**src/rtl/audio_serializer.sv**
```systemverilog
// audio_serializer
//   Streams a 24-bit mono sample to an I2S DAC. Every 64-BCLK frame carries
//   the same latched word in both the left and right slots, MSB first. Each
//   slot has the usual one-bit I2S delay and ends with seven trailing zeros.
//   A new word is latched only at frame boundaries. A one-clk sample_req
//   pulse tells the sound generator which cycle the word was taken in.
//
// Ports
//   clk        : system clock, rising-edge active
//   rst_n      : asynchronous active-low reset
//   enable     : start / keep streaming; only sampled at frame boundaries
//   sample     : 24-bit mixed sample word, latched at frame starts
//   sample_req : one-clk pulse in the cycle the sample is latched
//   bclk       : serial bit clock, period 2*CLK_DIV clks
//   lrck       : word select, 0 = left slot, 1 = right slot
//   sdata      : serial data, changes only with falling bclk
module audio_serializer #(
  parameter int CLK_DIV = 4
) (
  input  logic        clk,
  input  logic        rst_n,
  input  logic        enable,
  input  logic [23:0] sample,
  output logic        sample_req,
  output logic        bclk,
  output logic        lrck,
  output logic        sdata
);

  typedef enum logic {IDLE, RUN} state_t;

  // Last divider count before bclk toggles; CLK_DIV up to 256 fits in 8 bits.
  localparam logic [7:0] DIV_LAST = 8'(CLK_DIV - 1);

  state_t      state_q,      state_d;
  logic [7:0]  div_cnt_q,    div_cnt_d;
  logic [5:0]  bit_cnt_q,    bit_cnt_d;
  logic [23:0] hold_q,       hold_d;
  logic        bclk_q,       bclk_d;
  logic        lrck_q,       lrck_d;
  logic        sdata_q,      sdata_d;
  logic        sample_req_q, sample_req_d;

  // Bit position after the next falling bclk, and the data bit it carries.
  // Slot position 0 is the I2S delay bit. Positions 1..24 carry the word
  // MSB first. Positions 25..31 are the trailing zeros.
  logic [5:0] bit_next;
  logic [4:0] slot;
  logic [4:0] bit_idx;
  logic       slot_bit;

  always_comb begin
    bit_next = bit_cnt_q + 6'd1;
    slot     = bit_next[4:0];
    bit_idx  = 5'd24 - slot;
    slot_bit = 1'b0;
    if (slot != 5'd0 && slot <= 5'd24) begin
      slot_bit = hold_q[bit_idx];
    end
  end

  // Next-state logic. All outputs are registered, so each decision here
  // appears on the pins one clk later, in step with bclk.
  always_comb begin
    state_d      = state_q;
    div_cnt_d    = div_cnt_q;
    bit_cnt_d    = bit_cnt_q;
    hold_d       = hold_q;
    bclk_d       = bclk_q;
    lrck_d       = lrck_q;
    sdata_d      = sdata_q;
    sample_req_d = 1'b0;

    case (state_q)
      IDLE: begin
        div_cnt_d = 8'd0;
        bit_cnt_d = 6'd0;
        bclk_d    = 1'b0;
        lrck_d    = 1'b0;
        sdata_d   = 1'b0;
        if (enable) begin
          state_d      = RUN;
          hold_d       = sample;
          sample_req_d = 1'b1;
        end
      end

      RUN: begin
        if (div_cnt_q == DIV_LAST) begin
          div_cnt_d = 8'd0;
          bclk_d    = ~bclk_q;
          // The current bclk is high, so this toggle is a falling event.
          // All serial output changes happen only here.
          if (bclk_q) begin
            bit_cnt_d = bit_next;
            lrck_d    = bit_next[5];
            sdata_d   = slot_bit;
            // Frame boundary. This is the only place enable is evaluated.
            if (bit_next == 6'd0) begin
              if (enable) begin
                hold_d       = sample;
                sample_req_d = 1'b1;
              end else begin
                state_d   = IDLE;
                bclk_d    = 1'b0;
                lrck_d    = 1'b0;
                sdata_d   = 1'b0;
                bit_cnt_d = 6'd0;
                div_cnt_d = 8'd0;
              end
            end
          end
        end else begin
          div_cnt_d = div_cnt_q + 8'd1;
        end
      end

      default: state_d = IDLE;
    endcase
  end

  // FSM state, counters, sample hold and registered outputs.
  always_ff @(posedge clk or negedge rst_n) begin
    if (!rst_n) begin
      state_q      <= IDLE;
      div_cnt_q    <= 8'd0;
      bit_cnt_q    <= 6'd0;
      hold_q       <= 24'd0;
      bclk_q       <= 1'b0;
      lrck_q       <= 1'b0;
      sdata_q      <= 1'b0;
      sample_req_q <= 1'b0;
    end else begin
      state_q      <= state_d;
      div_cnt_q    <= div_cnt_d;
      bit_cnt_q    <= bit_cnt_d;
      hold_q       <= hold_d;
      bclk_q       <= bclk_d;
      lrck_q       <= lrck_d;
      sdata_q      <= sdata_d;
      sample_req_q <= sample_req_d;
    end
  end

  assign sample_req = sample_req_q;
  assign bclk       = bclk_q;
  assign lrck       = lrck_q;
  assign sdata      = sdata_q;

endmodule
```
**config.mk**
```make
export PLATFORM = sky130hd
export DESIGN_NAME = audio_serializer
export DESIGN_NICKNAME = d
export VERILOG_FILES = /design/src/rtl/audio_serializer.sv
export SDC_FILE = /design/constraint.sdc
export NUM_CORES = 1
export LEC_CHECK = 0
export BUFFER_PORTS_ARGS = -buffer_cell sky130_fd_sc_hd__buf_4
export CAP_MARGIN = 20
export CELL_PAD_IN_SITES_DETAIL_PLACEMENT = 0
export CELL_PAD_IN_SITES_GLOBAL_PLACEMENT = 1
export CORE_MARGIN = 2
export CORE_UTILIZATION = 42
export DETAILED_ROUTE_END_ITERATION = 16
export PLACE_DENSITY = 0.85
export SYNTH_ARGS = -nofsm -noshare
export SYNTH_HDL_FRONTEND = slang
export SYNTH_SLANG_ARGS = --single-unit
```
**constraint.sdc**
```tcl
create_clock -name clk -period 2.5 [get_ports clk]
set_clock_uncertainty 0.2 [all_clocks]
set_input_delay 0.5 -clock clk [delete_from_list [all_inputs] [get_ports clk]]
set_output_delay 0.5 -clock clk [all_outputs]
set_load 0.01 [all_outputs]
```
### Yosys cells after proc, flatten, opt, wreduce, memory -nomap -nowiden

Index checks and enable logic that the tools add are counted.

| storage, ports and cells | value |
|---|---|
| register bits | 43 |
| latch bits | 0 |
| RAM bits | 0 |
| ROM bits | 0 |
| input bits | 27 |
| word-level logic and storage cells | 63 |
| memories | 0 |

| cells by class | value |
|---|---|
| add/sub/neg operators | 3 |
| multipliers | 0 |
| div/mod/pow operators | 0 |
| $lt $le $gt $ge | 2 |
| equality and inequality tests | 4 |
| shift operators | 0 |
| multiplexer cells | 39 |
| bitwise gates (word level) | 2 |
| reduce and logical (&&, ||, !) cells | 5 |

Operator list:

| kind | count |
|---|---|
| 24-bit two-way mux | 4 |
| 24-bit case mux with 2 select lines | 1 |
| 6-bit two-way mux | 4 |
| 1-bit two-way mux | 21 |
| 8-bit case mux with 2 select lines | 1 |
| 6-bit case mux with 2 select lines | 1 |
| 1-bit case mux with 2 select lines | 5 |
| 8-bit by 1-bit adder with 8-bit output, second input constant | 1 |
| 8-bit by 2-bit equality test with 1-bit output, second input constant | 1 |
| 8-bit two-way mux | 1 |
| 6-bit by 1-bit adder with 6-bit output, second input constant | 1 |
| 6-bit logical NOT | 1 |
| 5-bit by 6-bit less-than comparator with 1-bit output, second input constant | 1 |
| 2-bit by 1-bit inequality test with 1-bit output, second input constant | 3 |
| 1-bit binary-select mux with 5-bit select | 1 |
| 5-bit less-or-equal comparator, second input constant | 1 |
| 5-bit nonzero test | 1 |
| 5-bit subtractor, first input constant | 1 |
| 3-bit AND reduction | 1 |
| 1-bit inverter | 2 |
| 2-bit AND reduction | 1 |
| 1-bit logical AND | 1 |

### Longest topological paths before layout

Gate-level depths: netlist of the first run.

| depth | value |
|---|---|
| depth after elaboration | 10 |
| mapped depth | 9 |
| mapped depth without buffers | 7 |

### Least setup slack after synthesis of the first run

Ideal clock, no wire load.

| path | value |
|---|---|
| path kind | reg2reg |
| start | register bit_cnt_q[1] |
| end | register hold_q[10] |
| setup time | 125 ps |
| data arrival time | 2034 ps |
| data required time | 2175 ps |
| path slack | 141 ps |
| cell stages (with the launch flop) | 10 |
| path buffers | 3 |
| path through | dfrtp_1 > ha_1 > clkbuf_1 > nor4_1 > a31oi_1 > o31ai_1 > and2_1 > buf_6 > buf_12 > mux2_4 |

| on the way | value |
|---|---|
| longest elaborated chain between the ends | 4 |

RTL lines:

| what | RTL line | RTL |
|---|---|---|
| from (decl) | 37 | `logic [5:0] bit_cnt_q, bit_cnt_d;` |
| from (signal assigned) | 136 | `bit_cnt_q <= bit_cnt_d;` |
| 6-bit by 1-bit adder with 6-bit output | 53 | `bit_next = bit_cnt_q + 6'd1;` |
| 6-bit logical NOT | 99 | `if (bit_next == 6'd0) begin` |
| 2-bit by 1-bit inequality test with 1-bit output (no line) | -- |  |
| 3-bit AND reduction (no line) | -- |  |
| to (signal assigned) | 137 | `hold_q <= hold_d;` |
| to (decl) | 38 | `logic [23:0] hold_q, hold_d;` |

Every way passes these cells.
A chain may end at the register's enable or synchronous reset.

### Worst setup path in the final report of the first run

| path | value |
|---|---|
| start | register bit_cnt_q[0] |
| end | register sdata_q, in the netlist sdata |

| on the way | value |
|---|---|
| longest elaborated chain between the ends | 10 |
| elaborated cells on any way between the ends | 14 |
| those cells by class | add/sub: 2; order compare: 1; mux: 8; reduce/logical: 3 |

RTL lines:

| what | RTL line | RTL |
|---|---|---|
| 6-bit by 1-bit adder with 6-bit output * | 53 |  |
| 5-bit subtractor | 55 | `bit_idx = 5'd24 - slot;` |
| 1-bit binary-select mux with 5-bit select | 58 | `slot_bit = hold_q[bit_idx];` |
| 1-bit two-way mux (implied by the code) | 58 |  |
| 1-bit two-way mux | 57 | `if (slot != 5'd0 && slot <= 5'd24) begin` |
| 1-bit two-way mux | 100 | `if (enable) begin` |
| 1-bit two-way mux * | 99 |  |
| 1-bit two-way mux * | 94 | `if (bclk_q) begin` |
| 1-bit two-way mux * | 89 | `if (div_cnt_q == DIV_LAST) begin` |
| 1-bit case mux with 2 select lines * | 74 | `case (state_q)` |
| to (signal assigned) | 140 | `sdata_q <= sdata_d;` |
| to (decl) | 41 | `logic sdata_q, sdata_d;` |

Mark *: on every way between the ends. The rest lies on a longest branch, timed or not. The select of a mux whose other input is x is not followed.

==> run summary, run 1 <==
VDD sags by at most 0.302 mV. Before antenna repair, the detailed router went through 4 iterations. The detail route stage leaves a number of antenna-violating nets equal to 0.

The via count was 1394; the number of I/O port buffers was 30. The average instance in the mapped netlist occupies 13.3 um2. For this configuration, the core starts out at a cell density of 43.5%.

For the total length of routed wires, the log shows 3.95 mm. The routability congestion estimate from global placement came out at 0.839. Net switching is 20.1% of the power. For the maximum clock path buffer count, the log shows 2. After synthesis, the largest area contributor takes up 47.6% of total cell area. Clock-pin slew was measured on the worst setup and hold paths at 0.08 ns.

The ratio of cells with drive above 1 in the final layout is 42.5%, and the worst hold-check slack is 0.216 ns. The final cycle utilization of the critical path is 96.3%. After synthesis, the cell types taking the most area are sky130_fd_sc_hd__dfrtp_1 48%, sky130_fd_sc_hd__mux2_4 13%, sky130_fd_sc_hd__mux4_2 6.1%. The number of buffers and inverters on the critical path is 1, and the final-report setup violation count is 0. The number of clock buffers inserted by TritonCTS was 5.

At the later pin of the worst-skew pair, clock insertion delay measures 0.30 ns. The commonest non-fill, non-tap cell in the layout was sky130_fd_sc_hd__buf_4. The clock net in this run drives a total of 42 sinks. The layout has 476 filler cells.

The fraction of the yosys area taken by sequential cells was 47.6%; the minimum clock period was 2.41 ns. The total track usage came out at 14.6%. In this run the power density over the cells is 460 nW/um2.

In this design, the stage delay of the slowest critical-path cell is 0.45 ns. The path category of the worst min-delay check is primary input to register. The data arrival at the endpoint of the critical path was 2.41 ns. Master of the slowest instance on the critical path: sky130_fd_sc_hd__dfrtp_2.

Row generation in the floorplan step produced 26 rows. The count of final hold-check violations is 0. The logs give 2210 um2 for the post-synthesis instance area and 0 for the total congestion overflow after global routing.

After synthesis the netlist holds a flip-flop and latch count of 42. Headroom to the max-slew limit came out at 65.0%. Timing would allow up to 415 MHz. In the final routed layout, each cell accounts on average for 14.0 um.

The top cell types in the final layout, fill and taps aside, are 42 x sky130_fd_sc_hd__buf_4, 41 x sky130_fd_sc_hd__dfrtp_1, 19 x sky130_fd_sc_hd__mux2_4, 10 x sky130_fd_sc_hd__nand3_1, 9 x sky130_fd_sc_hd__nor2_1. The critical path goes through ha_1, buf_4, nor4bb_1, or2_2, o311ai_4, mux2i_1, a21oi_1, o31ai_1. For the sum of met2 wire segment lengths after detailed routing, the log shows 1.74 mm.

The first global-routing pass estimated 6.77 mm of wire. Category of the worst setup path launch point: a register. Dividing the detail-routed via count by the number of cells gives 4.94.

The maximum number of pins on one net before global-route repair came out at 43. The sequential cell fraction of total power came out at 54.1%. The repair_antennas step left the layout with diodes totalling 0. The tools report the deepest level of the CTS H-tree as 2. The height of the chip came out at 76.5 um. Detailed placement finished with a half-perimeter wire length of 2.73 mm.

Core area: 5070 um2. The synthesized netlist contains 41 unique library cells. The final layout contains 243 nets.

The logs give 1429 for the number of global-route vias before repair and 40 for the number of DRC markers in iteration 0. From left edge to right edge, the die measures 76.5 um. Routed signal wires occupy layers up through met4. The logs give 0.00126 W for the overall power of the completed layout and 0 for the number of remaining DRC errors.

Of all cell types, the one taking the most synthesized area is sky130_fd_sc_hd__dfrtp_1. The run gives 1.98 mm as the total routed wire length on the met1 layer. The flow ran to the end, and the final reports show no timing, DRC or antenna violations.

In this run the count of I/O pins placed on the die edge is 31. Synthesis produced a netlist whose cell count is 166. The analysis attributes to cell leakage a power of 1.32 nW. The number of warning messages in the yosys log is 0, and the number of maximum-capacitance violations is 0. The clock network fraction of design power is 42.3%, and the internal power of the cells is 0.00100 W. The logs give 0.000252 W for the total net switching power and 0 for the number of antenna violations at the first check in global routing.

For the number of pins exceeding their max-slew limit in the final report, the log shows 0. The critical-path maximum fanout came out at 7. The required time of the critical path was 2.50 ns. The met3 wire length was 149 um; the synthesis-to-layout area growth was 23.5%.

The CTS root buffer is sky130_fd_sc_hd__clkbuf_8. The total die area is 5850 um2, and the transition time at the pin with the least slew margin is 0.525 ns. The tools report the endpoint type of the worst setup path as a register. When the netlist entered floorplanning its net count stood at 198. Of the total power, combinational logic draws 3.7%. The critical path in this run is classified as register to register. TritonCTS built the clock tree. Dominant delay contributor by cell family on the critical path: compound AO/OA/AOI/OAI gates.
==> synthesized netlist by cell type (all sizes together) <==
cell    instances
a31oi           1
nand3          10
or2b            1
or3             1
and2            4
mux4            6
nand2b          1
xor2            7
a21boi          1
a211o           1
nor4            2
nand4           4
nor4bb          1
nor2b           2
nor2            9
o31ai           2
inv             3
o21ai           6
a41oi           1
and3            4
clkbuf          2
or2             1
nor3b           1
a21o            1
buf             6
xnor2           5
o311ai          2
nor3            2
mux2           24
a21oi           1
ha              5
dfrtp          42
nand2           3
mux2i           4
==> layout make-up <==
class | instances | area [um2] | share of cell area (%)
sequential | 42 | 1050 | 38.6
multi-input combinational | 113 | 1080 | 39.7
tap | 70 | 87.6 | 3.21
inverter | 3 | 11.3 | 0.413
timing repair buffer | 46 | 382 | 14.0
clock inverter | 2 | 37.5 | 1.38
clock buffer | 6 | 72.6 | 2.66
==> per-stage QoR <==
stage	area (um2)	util, %	setup WS (ns)	std cells	setup TNS (ns)
2_1_floorplan	2210	-	0.141	166	0
3_5_place_dp	2550	50.2	0.0236	270	0
4_1_cts	2670	52.6	0.0248	279	0
3_3_place_gp	2550	50.2	0.159	270	0
5_1_grt	2730	53.7	-0.0296	282	-0.112
6_report	2730	53.7	0.0916	282	0
==> worst paths after layout <==
path	startpoint	slack, ns	endpoint	depth (start not counted)
setup / recovery	bit_cnt_q[0]$_DFFE_PN0P_	0.09	sdata$_DFFE_PN0P_	8
min in group asynchronous	rst_n	0.52	hold_q[22]$_DFFE_PN0P_	2
hold / removal	enable	0.22	state_q$_DFF_PN0_	2
max in group asynchronous	rst_n	1.19	bit_cnt_q[0]$_DFFE_PN0P_	2
hold reg to reg	hold_q[2]$_DFFE_PN0P_	0.31	hold_q[2]$_DFFE_PN0P_	1
setup reg to reg	bit_cnt_q[0]$_DFFE_PN0P_	0.09	sdata$_DFFE_PN0P_	8
==> power by group through the flow <==
stage / Clock [W] / Combinational [W] / Sequential, W
CTS: 0.000544 / 0.0000471 / 0.000679
finish: 0.000531 / 0.0000458 / 0.000679
global placement: 0 / 0.0000458 / 0.000692
floorplan: 0 / 0.000000800 / 0.000692
global route: 0.000581 / 0.0000515 / 0.000679
detailed placement: 0 / 0.0000458 / 0.000692
==> per-layer routing <==
layer	vias to the layer above	track usage [%]
met2	27	21.9
met5	-	0
met4	0	6.00
li1	686	-
met3	7	3.79
met1	674	20.4
==> logic make-up after synthesis <==
kind of cell,after synthesis,share of synthesized area [%]
AND/OR/NAND/NOR,46,12.4
flip-flops,42,47.6
multiplexers,34,23.4
AO/OA/AOI/OAI,16,5.16
XOR/XNOR,12,4.76
buffers and inverters,11,3.85
adder cells (fa/ha/maj),5,2.83
==> sequential cells by signal (all words and copies together), names as in the netlist <==
signal / flops
sdata: 1
div_cnt_q: 8
state_q: 1
hold_q: 24
bclk: 1
sample_req: 1
bit_cnt_q: 6
==> what timing repair did <==
item	CTS	global route
endpoints found under the setup margin	0	25
hold endpoints to repair	28	0
resized for setup	0	5
hold buffers	1	0
buffers inserted	0	2
Note: power is estimated with default switching activity, not from simulation.
==> inputs of run 2 (changes only) <==
- CORE_MARGIN: 2 -> 4
- clock period: 2.5 -> 2.21 ns (I/O delays scaled with it)
==> run 2 against run 1 <==
The run now ends with negative setup slack left; critical path type unchanged; die area rose by 11%; critical path depth did not move; wire length rose by 24%; hold slack got worse by 0.053 ns.
==> run summary, run 2 (synthesis results as in run 1) <==
The combined area of the multi-input logic cells is 1220 um2. At the pin with the least slew margin, the transition time is 0.650 ns. The tools report the total die area as 6480 um2. The run finished, with violations left. During I/O placement, the number of pins put on the boundary was 31.

The worst-case setup slack after placement was -0.193 ns; the number of pins exceeding their max-slew limit in the final report was 0. The height of the chip is 80.5 um. Once detail routing completed, the nets flagged for antenna violations numbered 0.

The fraction of met2 tracks used by global routing is 25.4%, and the number of antenna violations at the first check in global routing is 0. Along the worst hold path, the cell count comes to 2. Summing over every cut layer, the via total after detailed routing is 1562. The tools report the leakage component of the power as 1.46 nW. Global routing consumed, on the met1 layer, 20.2% of the routing resources. The logs give 0.30 ns for the latest clock arrival within the worst-skew pair and 2 for the maximum clock path buffer count.

Number of flip-flops under the largest register name: 24. Dividing the detail-routed wire length by the instance count gives 16.2 um. The logs give 15.7% for the total track usage and 5 for the number of clock buffers inserted by TritonCTS. Based on the critical path, the design can be clocked at up to 421 MHz. The kind of critical path is register to register. Leaving out fill and tap cells, the most frequent cells in the layout are 62 x sky130_fd_sc_hd__buf_4, 40 x sky130_fd_sc_hd__dfrtp_1, 20 x sky130_fd_sc_hd__mux2_4, 10 x sky130_fd_sc_hd__nand3_1, 9 x sky130_fd_sc_hd__nor2_1.

The total congestion overflow after global routing was 0. The minimum clock period was 2.37 ns; the final cycle utilization of the critical path was 107%. The number of I/O port buffers is 30. In this run, the number of DRC markers left after iteration 0 of detailed routing was 54. Counting the fill cells in the layout gives 429.

The critical-path maximum fanout works out to 9. After detailed routing, the number of remaining DRC violations is 0. For this block, the routed nets add up to 4.91 mm of wire. Number of global-route vias before repair: 1605. The largest registers in the layout are hold_q: 24 flops, div_cnt_q: 8 flops, bit_cnt_q: 6 flops.

Ranked by flip-flop count, first place goes to hold_q. Setup repair after global routing could not meet its margin everywhere. For the count of final hold-check violations, the log shows 0.

Cells with a size suffix above 1 make up 54.5% of the layout. The first global-routing pass estimated 7.69 mm of wire. Summing all flip-flop and latch instances after layout gives 1050 um2. The ratio of routed vias to standard cells is 5.16, and the number of nets in the layout is 265. Compared with the post-synthesis result, the final layout area differs by 37.9%. The worst-case IR drop observed on VDD is 0.259 mV.

The tools report the met3 usage in global routing as 3.70%. The worst slew margin relative to its limit came out at 56.0%. The root buffer cell chosen for the clock tree is sky130_fd_sc_hd__clkbuf_8.

TritonCTS built the clock tree. For this design the ratio of total power to cell area is 474 nW/um2. For this configuration, the core starts out at a cell density of 43.2%. Commonest non-fill, non-tap cell in the layout: sky130_fd_sc_hd__buf_4. The floorplan has 26 rows.

Measured along the x axis, the die boundary spans 80.5 um. The maximum number of pins on one net before global-route repair was 43. For the data arrival at the endpoint of the critical path, the log shows 2.36 ns. The tree built by TritonCTS fans out to 42 sinks. The global routing stage identified its most utilized layer as met2. Clock-pin slew was measured on the worst setup and hold paths at 0.08 ns. The H-tree was split into 2 levels. The number of maximum-capacitance violations came out at 0. In this run the worst hold path is classified as primary input to register.

For the final routed database, the setup TNS stands at -3.71 ns. Setup violations remaining at the end of the flow were counted as 28. For the worst path setup slack after routing, the log shows -0.164 ns. The checks that failed: negative setup slack. The number of antenna diodes in the final layout is 0.

STA classifies the critical path endpoint as a register. Total power for the finished layout comes to 0.00144 W. The routability congestion estimate from global placement is 0.848, and the placed wire-length estimate after detailed placement is 3.06 mm.

The required time of the critical path is 2.20 ns. The floorplan step defined a core boundary enclosing 5110 um2. The tools report the category of the worst setup path launch point as a register. The tools report the count of TritonRoute iterations in the first routing pass as 4. Counting cells, the worst reg-to-reg path comes to 8.
## run 2: layer usage
| metal | share of wire (%) | routed length, um | up-vias |
|---|---|---|---|
| met5 | 0 | 0 | - |
| met4 | 2.2 | 108 | 0 |
| met3 | 3.3 | 162 | 9 |
| met2 | 50 | 2450 | 29 |
| met1 | 44 | 2180 | 790 |
| li1 | - | - | 734 |
## run 2: final timing paths
check | start | endpoint | slack [ns]
min in group asynchronous | rst_n | div_cnt_q[3]$_DFF_PN0_ | 0.45
max in group asynchronous | rst_n | bit_cnt_q[1]$_DFFE_PN0P_ | 0.97
max reg2reg | bit_cnt_q[3]$_DFFE_PN0P_ | hold_q[23]$_DFFE_PN0P_ | -0.16
min | enable | state_q$_DFF_PN0_ | 0.16
max | bit_cnt_q[3]$_DFFE_PN0P_ | hold_q[23]$_DFFE_PN0P_ | -0.16
min reg2reg | hold_q[7]$_DFFE_PN0P_ | hold_q[7]$_DFFE_PN0P_ | 0.31
## run 2: area by class of cell
class                      count  share of cell area [%]
clock inverter                 1                   0.987
sequential                    42                    34.6
tap                           70                    2.88
inverter                       3                   0.370
multi-input combinational    113                    40.1
timing repair buffer          68                    18.3
clock buffer                   6                    2.71
## run 2: repair_timing
item                                    4_1_cts  5_1_grt
setup buffers                                12        2
hold endpoints to repair                     42        0
gates resized for setup                      22        8
gates cloned                                  0        1
hold buffers                                  1        0
endpoints found under the setup margin       28       29
pin swaps                                     9        6
## run 2: report_power, final
group	internal [W]	switching, W
sequential	0.000768	0
combinational	0.0000306	0.0000214
clock	0.000362	0.000261
## run 2: worst max-delay path, cell delays in order, from the launching register on
cell,delay [ns]
sky130_fd_sc_hd__dfrtp_1,0.41
sky130_fd_sc_hd__buf_6,0.14
sky130_fd_sc_hd__a211o_1,0.30
sky130_fd_sc_hd__o21ai_2,0.09
sky130_fd_sc_hd__a31oi_4,0.12
sky130_fd_sc_hd__o31ai_4,0.26
sky130_fd_sc_hd__and2_4,0.25
sky130_fd_sc_hd__buf_12,0.15
sky130_fd_sc_hd__mux2_2,0.34
## run 2: through the flow
stage          instance area, um2  hold slack, ns  instances  util, %
2_1_floorplan                2240         -0.0536        166        -
3_3_place_gp                 2670           0.261        283     52.2
3_5_place_dp                 2670           0.256        283     52.2
4_1_cts                      2980           0.162        303     58.3
5_1_grt                      3040           0.156        303     59.6
6_report                     3040           0.163        303     59.6
==> inputs of run 3 (changes only) <==
- PLACE_DENSITY: 0.85 -> not set
- PLACE_DENSITY_LB_ADDON: not set -> 0.08
==> run 3 against run 2 <==
The flow still finishes with violations (negative setup slack); sequential power hardly changed; hold slack better by 0.0067 ns; first-iteration DRC count is 15% lower; flip-flop and latch count stayed put; wire length decreased by 2.1%; sequential share of layout area decreased by 1.2 points; power fell by 1.4%; die area did not move; final cell count grew 2.0%; critical path depth up 1; cell area is 3.5% higher; via count increased by 0.19%; critical path type unchanged; largest power group unchanged.
==> run summary, run 3 (synthesis results as in run 1) <==
The number of pins exceeding their max-slew limit in the final report was 0. The path category of the worst min-delay check is primary input to register. Setup repair after global routing could not meet its margin everywhere. In this run switching power makes up 20.1% of total power. For the pin with the worst max-slew slack, the measured transition is 0.514 ns. For this run, design rule violations remaining after detail routing come to 0. The tools report the deepest level of the CTS H-tree as 2. The largest registers in the layout are hold_q: 24 flops, div_cnt_q: 8 flops, bit_cnt_q: 6 flops. For the number of inserted diodes, the log shows 0.

The maximum clock path buffer count was 2. The average wire per standard cell is 15.6 um, and the total congestion overflow after global routing is 0. The first global-routing pass estimated 8.37 mm of wire.

The design draws 0.00142 W. Internal power comes to 0.00114 W. The logs give 17.0% for the total track usage and 0 for the count of final hold-check violations. After clock tree synthesis, the clock-pin slew on the worst setup and hold paths is 0.08 ns. The critical path is of the register to register type.

31 I/O pins were placed. Leaving out fill and tap cells, the most frequent cells in the layout are 59 x sky130_fd_sc_hd__buf_4, 40 x sky130_fd_sc_hd__dfrtp_1, 24 x sky130_fd_sc_hd__mux2_4, 10 x sky130_fd_sc_hd__nand3_1, 10 x sky130_fd_sc_hd__buf_6. The number of I/O port buffers came out at 30.

The tools report the number of global-route vias before repair as 1697. Cells with a size suffix above 1 make up 55.6% of the layout. The run gives 3.6% as the power share of the combinational group.

The final-report setup violation count is 24. The flow ran to the end, but the final reports show violations. For this run, the detailed router's first-pass iteration total came to 4. Across the VDD grid, the largest voltage drop is 0.289 mV.

For the placed wire-length estimate after detailed placement, the log shows 3.10 mm. The register name with the most flops was hold_q. The tools report the CTS root buffer as sky130_fd_sc_hd__clkbuf_8. The number of DRC markers in iteration 0 is 46, and the maximum number of pins on one net before global-route repair is 43. The via count is 1565, and the minimum clock period is 2.40 ns. The synthesis-to-layout area growth was 42.7%; the minimum setup slack among reg-to-reg paths was -0.19 ns. The routability congestion estimate from global placement is 0.865.

In this run the remaining antenna-violating nets after routing total 0. STA classifies the critical path startpoint as a register. After detailed routing, the number of vias per cell comes to 5.06.

The final layout contains 270 nets. Clock latency on the worst-skew pair, taken at its later pin, is 0.29 ns. The floorplan has 26 rows. The tools report the core area as 5110 um2. Cell area power density: 451 nW/um2. The tool flagged a number of max-cap violations equal to 0. The final cycle utilization of the critical path was 109%.

STA classifies the critical path endpoint as a register. Total length of routed wires: 4.81 mm. TritonCTS built the clock tree. Of all nets on the critical path, the largest fanout is 6. The horizontal extent of the die works out to 80.5 um. For the required time of the critical path, the log shows 2.19 ns.

The worst slew margin relative to its limit was 65.7%. The height of the chip works out to 80.5 um. The tools report the total die area as 6480 um2. The tools report the data arrival at the endpoint of the critical path as 2.39 ns. Leaving out fill and tap cells, the most frequent cell in the layout is sky130_fd_sc_hd__buf_4. In this run, the clock network consumes 42.4% of the power. For this design the total switching power over the nets is 0.000286 W. For this configuration, the core starts out at a cell density of 43.2%. For this run, the top clock speed supported by timing is 416 MHz.

Sequential cells account for 54.0% of the total power. The final reports fail on negative setup slack. The tools report the number of antenna violations at the first check in global routing as 0. The number of clock buffers added by TritonCTS is 5. The tree built by TritonCTS fans out to 42 sinks. Hold is met by 0.169 ns.

The final-layout setup total negative slack is -3.56 ns, and the leakage component of the power is 1.50 nW. The register with the most flip-flops in the layout has 24 of them. The worst path setup slack after routing is -0.194 ns.
run 3: changes by cell type in the layout (fill, tap and decap cells not counted), sizes merged:
cell      before  now
clkbuf         7    6
clkinvlp       0    1
buf           66   72
run 3: worst paths after layout:
path                            depth (start not counted)                startpoint                       end
min in group asynchronous                               2                     rst_n    div_cnt_q[7]$_DFF_PN0_
worst min-delay path                                    2                    enable         state_q$_DFF_PN0_
worst min register to register                          1     hold_q[5]$_DFFE_PN0P_     hold_q[5]$_DFFE_PN0P_
worst max-delay path                                    9  bit_cnt_q[3]$_DFFE_PN0P_    hold_q[12]$_DFFE_PN0P_
worst max register to register                          9  bit_cnt_q[3]$_DFFE_PN0P_    hold_q[12]$_DFFE_PN0P_
max in group asynchronous                               2                     rst_n  bit_cnt_q[0]$_DFFE_PN0P_
run 3: cell type report:
cell class                 count  area (um2)
clock buffer                   6        72.6
clock inverter                 2        37.5
fill                         412        1960
inverter                       3        11.3
multi-input combinational    113        1250
sequential                    42        1050
tap                           70        87.6
timing repair buffer          73         641
run 3: what timing repair did:
action                                  CTS  global route
cloned                                    3             0
hold buffers                              1             0
buffers inserted                         15             1
endpoints found under the hold margin    42             0
gates resized for setup                  32            11
pin swaps                                11             7
endpoints found under the setup margin   25            27
run 3: power groups by stage:
| stage | registers [W] | logic [W] | clock network [W] |
|---|---|---|---|
| 2_1_floorplan | 0.000783 | 0.000000905 | 0 |
| 3_3_place_gp | 0.000783 | 0.0000507 | 0 |
| 3_5_place_dp | 0.000783 | 0.0000521 | 0 |
| 4_1_cts | 0.000768 | 0.0000539 | 0.000626 |
| 5_1_grt | 0.000768 | 0.0000591 | 0.000656 |
| 6_report | 0.000768 | 0.0000519 | 0.000602 |
run 3: through the flow:
step / setup slack, ns / cell area, um2 / std cells / util, %
after floorplan: -0.0714 / 2240 / 166 / -
after global placement: -0.179 / 2670 / 283 / 52.2
after detailed placement: -0.216 / 2670 / 283 / 52.2
after CTS: -0.139 / 3130 / 310 / 61.2
after global routing: -0.261 / 3150 / 309 / 61.7
final: -0.194 / 3150 / 309 / 61.7
run 3: routing by layer:
metal | up-vias | global-route usage [%] | wire, um
met5 | - | 0 | 0
met4 | 0 | 5.91 | 101
met3 | 11 | 4.04 | 226
met2 | 36 | 28.1 | 2380
met1 | 775 | 21.7 | 2100
li1 | 743 | - | -
run 3: critical path, cell delays in order (launching register included):
cell	delay, ns
sky130_fd_sc_hd__dfrtp_1	0.42
sky130_fd_sc_hd__buf_6	0.14
sky130_fd_sc_hd__a211o_1	0.27
sky130_fd_sc_hd__o21ai_2	0.08
sky130_fd_sc_hd__a31oi_2	0.12
sky130_fd_sc_hd__o31ai_2	0.28
sky130_fd_sc_hd__and2_4	0.23
sky130_fd_sc_hd__buf_12	0.12
sky130_fd_sc_hd__buf_16	0.12
sky130_fd_sc_hd__mux2_4	0.29
